File: src/rtl/input_conditioner.sv
// Per-channel input conditioning: N-flop synchronizer, optional saturating-count
// debouncer driven by a shared sample tick, and rise/fall edge pulses.
module input_conditioner #(
  parameter int WIDTH          = 1,
  parameter int SYNC_STAGES    = 2,
  parameter int SAMPLE_CNT_MAX = 62500,
  parameter int PULSE_CNT_MAX  = 200,
  parameter int DEBOUNCE_EN    = 1
) (
  input  logic             clk,
  input  logic             rst,
  input  logic [WIDTH-1:0] async_in,
  output logic [WIDTH-1:0] sync_out,
  output logic [WIDTH-1:0] level_out,
  output logic [WIDTH-1:0] rise_pulse,
  output logic [WIDTH-1:0] fall_pulse
);

  logic [WIDTH-1:0] sync_q [SYNC_STAGES];
  logic [WIDTH-1:0] level;
  logic [WIDTH-1:0] prev;

  always_ff @(posedge clk) begin
    if (rst) begin
      for (int unsigned s = 0; s < SYNC_STAGES; s++) sync_q[s] <= '0;
    end else begin
      sync_q[0] <= async_in;
      for (int unsigned s = 1; s < SYNC_STAGES; s++) sync_q[s] <= sync_q[s-1];
    end
  end

  assign sync_out = sync_q[SYNC_STAGES-1];

  generate
    if (DEBOUNCE_EN != 0) begin : g_debounce
      // A 1-cycle sample period still needs a 1-bit counter that never leaves 0.
      localparam int SW = (SAMPLE_CNT_MAX > 1) ? $clog2(SAMPLE_CNT_MAX) : 1;
      localparam int CW = $clog2(PULSE_CNT_MAX + 1);
      localparam logic [SW-1:0] SAMPLE_LAST = SW'(SAMPLE_CNT_MAX - 1);
      localparam logic [CW-1:0] COUNT_MAX   = CW'(PULSE_CNT_MAX);

      logic [SW-1:0] sample_cnt;
      logic          sample_tick;
      logic [CW-1:0] cnt [WIDTH];

      assign sample_tick = (sample_cnt == SAMPLE_LAST);

      always_ff @(posedge clk) begin
        if (rst || sample_tick) sample_cnt <= '0;
        else                    sample_cnt <= sample_cnt + SW'(1);
      end

      // A low synchronized level clears on any cycle, so only an unbroken high run counts.
      always_ff @(posedge clk) begin
        for (int unsigned i = 0; i < WIDTH; i++) begin
          if (rst || !sync_out[i])                  cnt[i] <= '0;
          else if (sample_tick && cnt[i] < COUNT_MAX) cnt[i] <= cnt[i] + CW'(1);
        end
      end

      always_comb begin
        level = '0;
        for (int unsigned i = 0; i < WIDTH; i++) level[i] = (cnt[i] == COUNT_MAX);
      end
    end else begin : g_bypass
      assign level = sync_out;
    end
  endgenerate

  always_ff @(posedge clk) begin
    if (rst) prev <= '0;
    else     prev <= level;
  end

  assign level_out  = level;
  assign rise_pulse = level & ~prev;
  assign fall_pulse = ~level & prev;

endmodule

File: config.mk
export PLATFORM = sky130hd
export DESIGN_NAME = input_conditioner
export DESIGN_NICKNAME = d
export VERILOG_FILES = /design/src/rtl/input_conditioner.sv
export SDC_FILE = /design/constraint.sdc
export NUM_CORES = 1
export LEC_CHECK = 0
export ABC_AREA = 1
export CAP_MARGIN = 20
export CORE_MARGIN = 3
export CORE_UTILIZATION = 55
export DETAILED_ROUTE_END_ITERATION = 7
export PLACE_DENSITY = 0.74
export SLEW_MARGIN = 20
export SYNTH_ARGS = -nofsm -noshare
export SYNTH_HDL_FRONTEND = slang
export SYNTH_SLANG_ARGS = --single-unit
File: constraint.sdc
create_clock -name clk -period 4.1 [get_ports clk]
set_input_delay 0.41 -clock clk [delete_from_list [all_inputs] [get_ports clk]]
set_output_delay 0.41 -clock clk [all_outputs]
set_load 0.1 [all_outputs]
==> results.yml <==
outcome:
  status: "completed"
final_layout:
  multi_input_comb_area_sq_um: 691.9
  antenna_cells: 0
  final.fill_count: 217
  ff_latch_area_sq_um: 620.6
  fin_util_pct: 65.45
  nNetsFinal: 206
  drive_gt1_share_pct: 9.045
  syn_to_final_growth_pct: 7.747
power:
  power.density_nw_per_um2: 272.4
  ir_drop_v: 0.0002907
  clkPwrFrac_pct: 27.3
  switching_share_pct: 22.33
  p_int_uw: 324.0
  p_leak_nw: 0.5024
  comb_power_share_pct: 4.8
  p_seq_share_pct: 67.9
  p_sw_uw: 93.14
drt:
  drc: 0
  wire_per_inst_microns: 11.07
  routed_wl_mm: 2.514
  viasPerCell: 5.093
  antenna_left: 0
  drtPass1Iterations: 4
  drt_iter0_drc: 42
  vias: 1156
grt:
  grt_pass1_vias: 1114
  antenna_found_initial: 0
  grt_use_met1_pct: 21.23
  track_usage_pct: 17.66
  use_met3_pct: 2.299
  grt_use_met2_pct: 30.36
  grt.busiest_layer: "met2"
  grt_max_degree: 17
  grt_overflow: 0
  grt_pass1_wl_mm: 4.533
synthesis:
  avgSynthCellArea_sq_um: 7.481
  synth_edf_count: 8
  synthTopCellsByCount: "nor2_1 (44), nand2_1 (37), inv_1 (24)"
  synth_ff_type: "dfxtp_1"
  synthTopCellsByArea: "dfxtp_1 (27%), edfxtp_1 (17%), nor2_1 (12%)"
  yosysWarnings: 0
  synth_area_leader_cell: "dfxtp_1"
  synth_nets: 196
  ys_types: 24
  synthArstFlopShare_pct: 0
  synth.most_common_cell: "nor2_1"
  synthCells: 190
  netlist_area_sq_um: 1421
  ys_seq_area_share_pct: 43.66
  synth_top_area_share_pct: 26.76
  synth_seq_cells: 27
cts:
  cts_buffer_depth: 2
  insertion_delay_ps: 320
  path_clk_slew_ps: 140
  cts_root_buf: "clkbuf_4"
  cts_tree: "yes"
  ctsHoldBuffers: 0
  cts_made_buffers: 3
  post-cts-setup-buffer-count: 0
  htreeDepth: 1
  cts-resized-gates: 0
  numClockSinks: 27
worst_hold_path:
  hold_path.class: "reg -> reg"
  hold_depth: 2
  min_to: "sync_q[0][1]"
  worstHoldStart: "sync_q[0][0]"
die:
  io-pin-count: 7
  fp.dieH_microns: 56.84
  initial_core_util_pct: 60.75
  coreArea_sq_um: 2340
  die_x_microns: 56.84
  rows: 17
  die_area_sq_um: 3230
setup_path:
  r2r_slack_ps: 2420
  worstRegToRegCells: 5
  r2r_start: "g_debounce.sample_cnt[0]"
  startpoint_type: "register"
  r2r-end: "g_debounce.cnt[0][2]"
  critical_path_required_ps: 3690
  cp.arrival_ps: 2510
  crit_type: "reg -> out"
  cp-end-kind: "primary output"
  path_max_fanout: 4
placement:
  place_congestion: 0.8571
  port_buffers: 6
  hpwl_mm: 1.919
sta:
  tightest_slew_ps: 966.2
  skew_ps: 2.478
  max_slew_margin_pct: 35.39
  rsz0062_at_grt: "no"
  setup_tns_ps: 0
  slew_violations: 0
  setup_viol: 0
  fmax_ghz: 0.3428
  hold_viol_final: 0
  period_share_pct: 71.14
  min_period_ps: 2917
job:
  cap_violations: 0
[power by group through the flow]
stage	combinational, mW	clock, mW	sequential, mW
after floorplan	0.0127	0	0.291
after global placement	0.0194	0	0.289
after detailed placement	0.0203	0	0.289
after CTS	0.0205	0.119	0.283
after global routing	0.0232	0.129	0.284
final	0.0201	0.114	0.283
[cells by family (layout without fill, tap and decap cells)]
logic type                 count (synthesis)  count (layout)  share of synthesized area (%)
AOI/OAI and AO/OA                         10              10                          4.313
and+or+nand+nor                          114             114                          36.18
buffers and inverters                     27              36                          7.658
adders and majority gates                  3               3                          2.641
xor gates and xnor gates                   9               9                          5.545
DFF                                       27              27                          43.66
[worst max-delay path, stage by stage (launching register included)]
cell and delay (ps):
edfxtp_1 460, nor2_1 160, nand3_1 90, nor2_1 90, nand3b_1 130, nor2_1 110
clkdlybuf4s50_1 1140
[registers in the layout, summed over array words and instances (netlist names)]
name / flops
g_debounce.cnt: 8
g_debounce.sample_cnt: 16
prev: 1
sync_q: 2
[layout by cell type (no fill, tap or decap), types with 4 or more instances in the layout]
cell type	n
a21oi_1	6
clkdlybuf4s50_1	6
dfxtp_1	19
edfxtp_1	8
inv_1	24
nand2_1	37
nand3_1	12
nand4_1	7
nor2_1	44
nor2_2	4
xnor2_1	4
xor2_1	5
[through the flow]
step	cells	setup WS (ps)	hold slack, ps	power (mW)	instance area (sq um)
5_1_grt	227	1002	431.6	0.4365	1531
6_report	227	1183	415.0	0.4172	1531
4_1_cts	227	1159	415.1	0.4231	1531
2_1_floorplan	190	1182	388.3	0.3037	1421
3_3_place_gp	223	1590	391.5	0.3082	1505
3_5_place_dp	223	1546	396.2	0.3095	1505
[worst max-delay path by stage]
stage / depth (start not counted) / slack [ps] / to / from
finish: 6 / 1180 / rise_pulse / g_debounce.cnt[0][4]
global route: 6 / 1000 / rise_pulse / g_debounce.cnt[0][4]
CTS: 6 / 1160 / rise_pulse / g_debounce.cnt[0][4]
detailed placement: 6 / 1550 / rise_pulse / g_debounce.cnt[0][4]
global placement: 6 / 1590 / rise_pulse / g_debounce.cnt[0][4]
floorplan: 5 / 1180 / fall_pulse / g_debounce.cnt[0][0]
[layer usage]
metal	routed length (microns)	share of wire, %	vias up
met5	0	0	-
met3	78	3.1	5
met1	1087	43	517
met2	1291	51	19
li1	-	-	615
met4	56	2.2	0
[final cells by class]
| type | count | area share, % |
|---|---|---|
| Sequential cell | 27 | 40.52 |
| Multi-Input combinational cell | 136 | 45.18 |
| Inverter | 26 | 6.373 |
| Timing Repair Buffer | 6 | 3.922 |
| Tap cell | 28 | 2.288 |
| Clock buffer | 4 | 1.716 |
Power figures use the tool's default switching activity.
